===== src/rtl/vga_pkg.sv =====
// rtl/vga_pkg.sv - timing defaults, palette defaults and shared types for the VGA scan engine
package vga_pkg;

  localparam int VGA_H_ACTIVE = 640;
  localparam int VGA_H_FP     = 16;
  localparam int VGA_H_SYNC   = 96;
  localparam int VGA_H_BP     = 48;
  localparam int VGA_V_ACTIVE = 480;
  localparam int VGA_V_FP     = 10;
  localparam int VGA_V_SYNC   = 2;
  localparam int VGA_V_BP     = 29;

  typedef logic [7:0] rgb332_t;

  // One slot of the delay line that keeps sync/blank aligned with the colour path.
  typedef struct packed {
    logic hs;
    logic vs;
    logic vb;
    logic fs;
    logic win;
  } scan_tap_t;

  localparam scan_tap_t TAP_IDLE = '{hs: 1'b0, vs: 1'b0, vb: 1'b1, fs: 1'b0, win: 1'b0};

  localparam rgb332_t DEFAULT_PAL [8] = '{
    8'hBB, 8'hEC, 8'h96, 8'hF8, 8'hF8, 8'h92, 8'h82, 8'h92
  };

  function automatic rgb332_t pal_default(input int idx);
    return DEFAULT_PAL[idx & 7];
  endfunction

endpackage


===== src/rtl/vga_scan_engine_if.sv =====
// rtl/vga_scan_engine_if.sv - framebuffer read port, palette write port and VGA pin bundle
interface vga_scan_engine_if #(
  parameter int ADDR_W = 16,
  parameter int CODE_W = 3
);
  logic [ADDR_W-1:0] rmemaddr;
  logic [CODE_W-1:0] memout;
  logic              pal_we;
  logic [CODE_W-1:0] pal_waddr;
  logic [7:0]        pal_wdata;
  logic              hsync;
  logic              vsync;
  logic [2:0]        red;
  logic [2:0]        green;
  logic [1:0]        blue;
  logic              vblank;
  logic              frame_start;

  modport master (
    output rmemaddr, hsync, vsync, red, green, blue, vblank, frame_start,
    input  memout, pal_we, pal_waddr, pal_wdata
  );

  modport slave (
    input  rmemaddr, hsync, vsync, red, green, blue, vblank, frame_start,
    output memout, pal_we, pal_waddr, pal_wdata
  );
endinterface


===== src/rtl/vga_palette.sv =====
// rtl/vga_palette.sv - run-time writable colour palette with reset defaults
module vga_palette
  import vga_pkg::*;
#(
  parameter int CODE_W = 3
) (
  input  logic              dclk,
  input  logic              clr,
  input  logic              we,
  input  logic [CODE_W-1:0] waddr,
  input  rgb332_t           wdata,
  input  logic [CODE_W-1:0] raddr,
  output rgb332_t           rdata
);
  localparam int N = 1 << CODE_W;

  rgb332_t mem [N];

  always_ff @(posedge dclk or posedge clr) begin
    if (clr) begin
      for (int i = 0; i < N; i++) begin
        mem[i] <= pal_default(i);
      end
    end else if (we) begin
      mem[waddr] <= wdata;
    end
  end

  // Read sees the pre-write value during a write cycle.
  assign rdata = mem[raddr];

endmodule


===== src/rtl/vga_scan_engine.sv =====
// rtl/vga_scan_engine.sv - parametrised VGA timing, scaled window address generator and aligned colour output
module vga_scan_engine
  import vga_pkg::*;
#(
  parameter int H_ACTIVE   = VGA_H_ACTIVE,
  parameter int H_FP       = VGA_H_FP,
  parameter int H_SYNC     = VGA_H_SYNC,
  parameter int H_BP       = VGA_H_BP,
  parameter int V_ACTIVE   = VGA_V_ACTIVE,
  parameter int V_FP       = VGA_V_FP,
  parameter int V_SYNC     = VGA_V_SYNC,
  parameter int V_BP       = VGA_V_BP,
  parameter bit SYNC_POL   = 1'b0,
  parameter int SCALE_LOG2 = 2,
  parameter int WIN_W      = 160,
  parameter int WIN_H      = 120,
  parameter int ADDR_W     = 16,
  parameter int CODE_W     = 3,
  parameter int RD_LAT     = 1
) (
  input  logic dclk,
  input  logic clr,
  vga_scan_engine_if.master bus
);
  localparam int H_TOTAL  = H_SYNC + H_BP + H_ACTIVE + H_FP;
  localparam int V_TOTAL  = V_SYNC + V_BP + V_ACTIVE + V_FP;
  localparam int WIN_PX_W = WIN_W << SCALE_LOG2;
  localparam int WIN_PX_H = WIN_H << SCALE_LOG2;
  localparam int X0       = H_SYNC + H_BP + (H_ACTIVE - WIN_PX_W) / 2;
  localparam int Y0       = V_SYNC + V_BP + (V_ACTIVE - WIN_PX_H) / 2;
  localparam int HW       = $clog2(H_TOTAL + 1);
  localparam int VW       = $clog2(V_TOTAL + 1);

  localparam logic [HW-1:0] H_LAST     = HW'(H_TOTAL - 1);
  localparam logic [HW-1:0] H_SYNC_END = HW'(H_SYNC);
  localparam logic [HW-1:0] X0_C       = HW'(X0);
  localparam logic [HW-1:0] X1_C       = HW'(X0 + WIN_PX_W);
  localparam logic [HW-1:0] X_LAST_C   = HW'(X0 + WIN_PX_W - 1);
  localparam logic [VW-1:0] V_LAST     = VW'(V_TOTAL - 1);
  localparam logic [VW-1:0] V_SYNC_END = VW'(V_SYNC);
  localparam logic [VW-1:0] VA0_C      = VW'(V_SYNC + V_BP);
  localparam logic [VW-1:0] VA1_C      = VW'(V_SYNC + V_BP + V_ACTIVE);
  localparam logic [VW-1:0] Y0_C       = VW'(Y0);
  localparam logic [VW-1:0] Y1_C       = VW'(Y0 + WIN_PX_H);
  localparam logic [7:0]    SUB_MAX    = 8'((1 << SCALE_LOG2) - 1);
  localparam logic [ADDR_W-1:0] ROW_STEP = ADDR_W'(WIN_W);

  if (WIN_PX_W > H_ACTIVE) begin : g_err_win_w
    $error("vga_scan_engine: scaled window wider than the active line");
  end
  if (WIN_PX_H > V_ACTIVE) begin : g_err_win_h
    $error("vga_scan_engine: scaled window taller than the active frame");
  end
  if (longint'(WIN_W) * longint'(WIN_H) > (longint'(1) << ADDR_W)) begin : g_err_addr
    $error("vga_scan_engine: window does not fit the framebuffer address space");
  end
  if (RD_LAT < 0 || RD_LAT > 3) begin : g_err_lat
    $error("vga_scan_engine: framebuffer read latency out of range");
  end

  logic [HW-1:0] hc;
  logic [VW-1:0] vc;

  always_ff @(posedge dclk or posedge clr) begin
    if (clr) begin
      hc <= '0;
      vc <= '0;
    end else if (hc == H_LAST) begin
      hc <= '0;
      vc <= (vc == V_LAST) ? '0 : vc + 1'b1;
    end else begin
      hc <= hc + 1'b1;
    end
  end

  logic      win_raw;
  logic      line_end;
  logic      frame_end;
  scan_tap_t tap_raw;

  always_comb begin
    tap_raw     = TAP_IDLE;
    win_raw     = (hc >= X0_C) && (hc < X1_C) && (vc >= Y0_C) && (vc < Y1_C);
    tap_raw.hs  = (hc < H_SYNC_END);
    tap_raw.vs  = (vc < V_SYNC_END);
    tap_raw.vb  = (vc < VA0_C) || (vc >= VA1_C);
    tap_raw.fs  = (hc == '0) && (vc == '0);
    tap_raw.win = win_raw;
    line_end    = win_raw && (hc == X_LAST_C);
    frame_end   = (hc == H_LAST) && (vc == V_LAST);
  end

  // Address = row_base + col, stepped by counting sub-pixels instead of multiplying.
  logic [ADDR_W-1:0] row_base;
  logic [ADDR_W-1:0] col;
  logic [ADDR_W-1:0] addr_q;
  logic [7:0]        sub_x;
  logic [7:0]        sub_y;

  always_ff @(posedge dclk or posedge clr) begin
    if (clr) begin
      row_base <= '0;
      col      <= '0;
      addr_q   <= '0;
      sub_x    <= '0;
      sub_y    <= '0;
    end else begin
      if (win_raw) begin
        addr_q <= row_base + col;
        if (sub_x == SUB_MAX) begin
          sub_x <= '0;
          col   <= col + 1'b1;
        end else begin
          sub_x <= sub_x + 1'b1;
        end
      end
      if (line_end) begin
        col   <= '0;
        sub_x <= '0;
        if (sub_y == SUB_MAX) begin
          sub_y    <= '0;
          row_base <= row_base + ROW_STEP;
        end else begin
          sub_y <= sub_y + 1'b1;
        end
      end
      if (frame_end) begin
        row_base <= '0;
        col      <= '0;
        sub_x    <= '0;
        sub_y    <= '0;
      end
    end
  end

  // RD_LAT+1 taps bring the flags level with the palette read; the output stage adds one more.
  scan_tap_t dly [RD_LAT+1];

  always_ff @(posedge dclk or posedge clr) begin
    if (clr) begin
      for (int i = 0; i <= RD_LAT; i++) begin
        dly[i] <= TAP_IDLE;
      end
    end else begin
      dly[0] <= tap_raw;
      for (int i = 1; i <= RD_LAT; i++) begin
        dly[i] <= dly[i-1];
      end
    end
  end

  rgb332_t pal_rdata;

  vga_palette #(
    .CODE_W(CODE_W)
  ) u_pal (
    .dclk  (dclk),
    .clr   (clr),
    .we    (bus.pal_we),
    .waddr (bus.pal_waddr),
    .wdata (bus.pal_wdata),
    .raddr (bus.memout),
    .rdata (pal_rdata)
  );

  logic    hsync_q;
  logic    vsync_q;
  logic    vblank_q;
  logic    fs_q;
  rgb332_t rgb_q;

  always_ff @(posedge dclk or posedge clr) begin
    if (clr) begin
      hsync_q  <= ~SYNC_POL;
      vsync_q  <= ~SYNC_POL;
      vblank_q <= 1'b1;
      fs_q     <= 1'b0;
      rgb_q    <= '0;
    end else begin
      hsync_q  <= dly[RD_LAT].hs ? SYNC_POL : ~SYNC_POL;
      vsync_q  <= dly[RD_LAT].vs ? SYNC_POL : ~SYNC_POL;
      vblank_q <= dly[RD_LAT].vb;
      fs_q     <= dly[RD_LAT].fs;
      rgb_q    <= dly[RD_LAT].win ? pal_rdata : '0;
    end
  end

  assign bus.rmemaddr    = addr_q;
  assign bus.hsync       = hsync_q;
  assign bus.vsync       = vsync_q;
  assign bus.vblank      = vblank_q;
  assign bus.frame_start = fs_q;
  assign bus.red         = rgb_q[7:5];
  assign bus.green       = rgb_q[4:2];
  assign bus.blue        = rgb_q[1:0];

endmodule


===== src/flat_wrapper.sv =====
// flat-port wrapper written by rule: the top's interface ports become plain ports
module vga_scan_engine_flat import vga_pkg::*;
#(
  parameter int H_ACTIVE   = VGA_H_ACTIVE,
  parameter int H_FP       = VGA_H_FP,
  parameter int H_SYNC     = VGA_H_SYNC,
  parameter int H_BP       = VGA_H_BP,
  parameter int V_ACTIVE   = VGA_V_ACTIVE,
  parameter int V_FP       = VGA_V_FP,
  parameter int V_SYNC     = VGA_V_SYNC,
  parameter int V_BP       = VGA_V_BP,
  parameter bit SYNC_POL   = 1'b0,
  parameter int SCALE_LOG2 = 2,
  parameter int WIN_W      = 160,
  parameter int WIN_H      = 120,
  parameter int ADDR_W     = 16,
  parameter int CODE_W     = 3,
  parameter int RD_LAT     = 1
)
  (dclk, clr, bus_rmemaddr, bus_hsync, bus_vsync, bus_red, bus_green, bus_blue, bus_vblank, bus_frame_start, bus_memout, bus_pal_we, bus_pal_waddr, bus_pal_wdata);
  vga_scan_engine_if #(.ADDR_W(ADDR_W), .CODE_W(CODE_W)) bus_i ();
  input  logic dclk;
  input  logic clr;
  output wire logic [$bits(bus_i.rmemaddr)-1:0] bus_rmemaddr;
  output wire logic [$bits(bus_i.hsync)-1:0] bus_hsync;
  output wire logic [$bits(bus_i.vsync)-1:0] bus_vsync;
  output wire logic [$bits(bus_i.red)-1:0] bus_red;
  output wire logic [$bits(bus_i.green)-1:0] bus_green;
  output wire logic [$bits(bus_i.blue)-1:0] bus_blue;
  output wire logic [$bits(bus_i.vblank)-1:0] bus_vblank;
  output wire logic [$bits(bus_i.frame_start)-1:0] bus_frame_start;
  input wire logic [$bits(bus_i.memout)-1:0] bus_memout;
  input wire logic [$bits(bus_i.pal_we)-1:0] bus_pal_we;
  input wire logic [$bits(bus_i.pal_waddr)-1:0] bus_pal_waddr;
  input wire logic [$bits(bus_i.pal_wdata)-1:0] bus_pal_wdata;
  assign bus_rmemaddr = bus_i.rmemaddr;
  assign bus_hsync = bus_i.hsync;
  assign bus_vsync = bus_i.vsync;
  assign bus_red = bus_i.red;
  assign bus_green = bus_i.green;
  assign bus_blue = bus_i.blue;
  assign bus_vblank = bus_i.vblank;
  assign bus_frame_start = bus_i.frame_start;
  assign bus_i.memout = bus_memout;
  assign bus_i.pal_we = bus_pal_we;
  assign bus_i.pal_waddr = bus_pal_waddr;
  assign bus_i.pal_wdata = bus_pal_wdata;
  vga_scan_engine #(.H_ACTIVE(H_ACTIVE), .H_FP(H_FP), .H_SYNC(H_SYNC), .H_BP(H_BP), .V_ACTIVE(V_ACTIVE), .V_FP(V_FP), .V_SYNC(V_SYNC), .V_BP(V_BP), .SYNC_POL(SYNC_POL), .SCALE_LOG2(SCALE_LOG2), .WIN_W(WIN_W), .WIN_H(WIN_H), .ADDR_W(ADDR_W), .CODE_W(CODE_W), .RD_LAT(RD_LAT)) u_core (.dclk(dclk), .clr(clr), .bus(bus_i));
endmodule

===== config.mk =====
export PLATFORM = sky130hd
export DESIGN_NAME = vga_scan_engine_flat
export DESIGN_NICKNAME = d
export VERILOG_FILES = /design/src/rtl/vga_pkg.sv /design/src/rtl/vga_scan_engine_if.sv /design/src/rtl/vga_palette.sv /design/src/rtl/vga_scan_engine.sv /design/src/flat_wrapper.sv
export SDC_FILE = /design/constraint.sdc
export NUM_CORES = 1
export LEC_CHECK = 0
export BUFFER_PORTS_ARGS = -buffer_cell sky130_fd_sc_hd__clkbuf_2
export CORE_MARGIN = 3
export CORE_UTILIZATION = 30
export CTS_CLUSTER_SIZE = 25
export DETAILED_ROUTE_END_ITERATION = 10
export PLACE_DENSITY = 0.48
export SYNTH_ARGS = -nofsm -noshare
export SYNTH_HDL_FRONTEND = slang
export SYNTH_SLANG_ARGS = --single-unit

===== constraint.sdc =====
create_clock -name dclk -period 6.3 [get_ports dclk]
set_input_delay 0.315 -clock dclk [delete_from_list [all_inputs] [get_ports dclk]]
set_output_delay 0.315 -clock dclk [all_outputs]
set_load 0.005 [all_outputs]

==> run metrics <==
Synth async-reset ratio 100.0%; final WL 17.86 mm; CP endpoint kind flip-flop; P per Cell Area 271.9 nW/um2; Hold Crit Class in2async; CP most frequent cell or4_4; layout net count 772; outcome completed; Top Family by Delay on Critical Path simple AND/OR/NAND/NOR gates; critical path buffer and inverter count 1; commonest non-fill, non-tap cell in the layout dfrtp_1; Final ANT Viol Nets 0; Peak supply drop 137.1 uV; clk buf depth 2; largest net degree at the start of global routing 108; dpl cells 1047; Worst setup SP type flip-flop; commonest non-fill, non-tap cells in the layout 127 x dfrtp_1, 69 x nand2_1, 66 x mux2_2; FF+latch count, synth 165; crit share post-route 51.57%; Die Y 168.6 um; Tmin final 3249 ps; Die X-Extent 168.6 um; CTS sink cnt 165; leakage power 3.958 nW; register area share after synthesis 52.68%; crit-path max cell delay 670 ps; TritonCTS clock tree done; clock root buffer clkbuf_16; Port-buffer cells 44; Slew headroom 34.57%; Slew Limit Fails 0; Cell Area, Synth 7928 um2; DRC viols 0; first-pass GRT wire length 29.69 mm; initial DRC count 354; DR vias 5358; syn_area_per_cell 11.44 um2; EDFF count, synth 0; Worst EP arrival 3600 ps; HPWL after DPL 11.71 mm; Post-Layout Cell Count 1079; combinational share of power 7.9%; Clk pwr share 42.9%; RSZ-0062 raised after global routing false; Seq pwr share 49.2%; GR Util All Layers 13.11%; initial core utilization 31.03%; routed vias/inst 4.966; setup TNS 0 ps; share of cells above drive strength 1 28.70%; critical path class reg2reg; crit path cell chain or4_4 -> nor2b_4 -> or4_4 -> inv_1 -> nand3_1 -> or3_1 -> o21ai_0; post-CTS sizing 0; filler cell count 2567; Std-Cell Core Area 25540 um2; initial antenna violation count 0; postcts setup bufs 0; Rows 58; NetSw 0.6388 mW; Syn Nets 729; gr ovfl total 0; IO Count 45; Max Fclk 0.3078 GHz; TritonRoute pass-1 iters 4; CP max FO 38; critical path required time 6650 ps; Antenna diodes 0; vias in the first global route 5420; predominant post-synthesis flop cell dfrtp_1; clock latency on the worst-skew pair 430 ps; clk slew on worst S/H paths 70 ps; Switching Share 25.69%; Post-Syn Instances 693; routability cong. 0.7745; setup violators final 0; die area 28410 um2; synth warn 0; Final Hold Violating Endpoints 0; WL/cell 16.55 um; Slew @ Worst Pin 976.1 ps; Max-Cap Viols 0; slowest CP cell or4_4; clk_skew 15.41 ps; Pint 1.847 mW; synth unique cells 56; TritonCTS Buffers 17; Area growth, synth to finish 15.34%; H-tree Lvls 4; hold buffers post-CTS 0
sequential cells by signal (all words and copies together), names as in the netlist, 8 cells and up:
| register | cells |
|---|---|
| u_core.u_pal.mem | 64 |
| u_core.bus.rmemaddr | 16 |
| u_core.col | 16 |
| u_core.row_base | 11 |
| u_core.dly | 10 |
| u_core.hc | 10 |
| u_core.vc | 10 |
| u_core.rgb_q | 8 |
| u_core.sub_x | 8 |
| u_core.sub_y | 8 |
worst register-to-register path: cells and delay by family, from the launching register on:
kind,cells,cell delay (ps)
flip-flops,1,430
buffers and inverters,1,440
AND/OR/NAND/NOR,5,2230
AO/OA/AOI/OAI,1,80
layer usage:
metal  up-vias  GRT usage [%]  routed length (um)
li1       2599              -                   -
met5         -              0                   0
met2        75          21.31                8462
met4         0          3.700                 140
met1      2677          17.73                8578
met3         7          2.896                 673
power by group through the flow:
stage          Combinational (mW)  Sequential [mW]  Clock [mW]
3_5_place_dp                0.202             1.24           0
2_1_floorplan               0.165             1.23           0
3_3_place_gp                0.198             1.24           0
6_report                    0.196             1.22        1.07
4_1_cts                     0.202             1.22        1.11
5_1_grt                     0.217             1.23        1.15
cells in the mapped netlist, types with 3 or more instances:
cell type | number | share of area, %
dfrtp_1 | 127 | 40
nand2_1 | 69 | 3.3
mux2_2 | 66 | 9.4
nor2_1 | 42 | 2.0
o21ai_0 | 40 | 2.5
dfstp_2 | 38 | 13
nand3_1 | 31 | 2.0
a21oi_1 | 24 | 1.5
clkbuf_1 | 22 | 1.0
xor2_1 | 20 | 2.2
ha_1 | 19 | 3.0
mux4_2 | 16 | 4.5
xnor2_1 | 16 | 1.8
inv_1 | 14 | 0.66
nor3_1 | 13 | 0.82
and3_1 | 11 | 0.87
nand4_1 | 11 | 0.87
mux2i_1 | 10 | 1.3
nor2b_1 | 10 | 0.79
a31oi_1 | 7 | 0.55
or3_1 | 7 | 0.55
nor4_1 | 6 | 0.47
o31ai_1 | 6 | 0.57
nand2b_1 | 5 | 0.39
o211ai_1 | 5 | 0.47
and4_1 | 4 | 0.44
o2111ai_1 | 4 | 0.44
o22a_1 | 4 | 0.44
buf_1 | 3 | 0.14
nand3b_1 | 3 | 0.28
nand4b_1 | 3 | 0.33
nor3b_1 | 3 | 0.28
o21a_1 | 3 | 0.28
or4_1 | 3 | 0.28
per-stage QoR:
| step | instance area (um2) | hold WS (ps) | util, % | power (mW) | setup WS (ps) |
|---|---|---|---|---|---|
| after floorplan | 7928 | 331.2 | - | 1.393 | 1586 |
| after global placement | 8524 | 333.2 | 33.37 | 1.440 | 3081 |
| after detailed placement | 8524 | 335.8 | 33.37 | 1.444 | 3001 |
| after CTS | 9144 | 138.0 | 35.80 | 2.530 | 3020 |
| after global routing | 9144 | 179.9 | 35.80 | 2.606 | 2783 |
| final | 9144 | 105.4 | 35.80 | 2.486 | 3051 |
cell families after synthesis:
| kind of cell | Yosys count | synth area share [%] |
|---|---|---|
| and+or+nand+nor | 232 | 14.82 |
| DFF | 165 | 52.68 |
| AOI/OAI and AO/OA | 107 | 8.239 |
| muxes | 92 | 15.18 |
| buffers and inverters | 41 | 2.052 |
| xor gates and xnor gates | 36 | 3.977 |
| adders and majority gates | 19 | 2.999 |
| other | 1 | 0.04730 |
path summary, 6_finish.rpt:
check / startpoint / end / slack [ps] / cells after the start
max: u_core.hc[5] / u_core.col[11] / 3050 / 7
min: clr / u_core.u_pal.mem[10] / 110 / 2
max reg2reg: u_core.hc[5] / u_core.col[11] / 3050 / 7
min reg2reg: u_core.dly[3] / u_core.bus.vsync / 340 / 1
max in group asynchronous: clr / u_core.col[0] / 4880 / 3
min in group dclk: bus_pal_wdata[0] / u_core.u_pal.mem[8] / 230 / 2
layout make-up:
type                            instances  area (um2)  area share (%)
Inverter                               14       57.56          0.6294
Clock inverter                         15       193.9           2.121
Tap cell                              330       412.9           4.516
Clock buffer                           17       425.4           4.652
Timing Repair Buffer                   51       272.8           2.983
Multi-Input combinational cell        487        3605           39.42
Sequential cell                       165        4177           45.68
(Power assumes the default switching activity.)
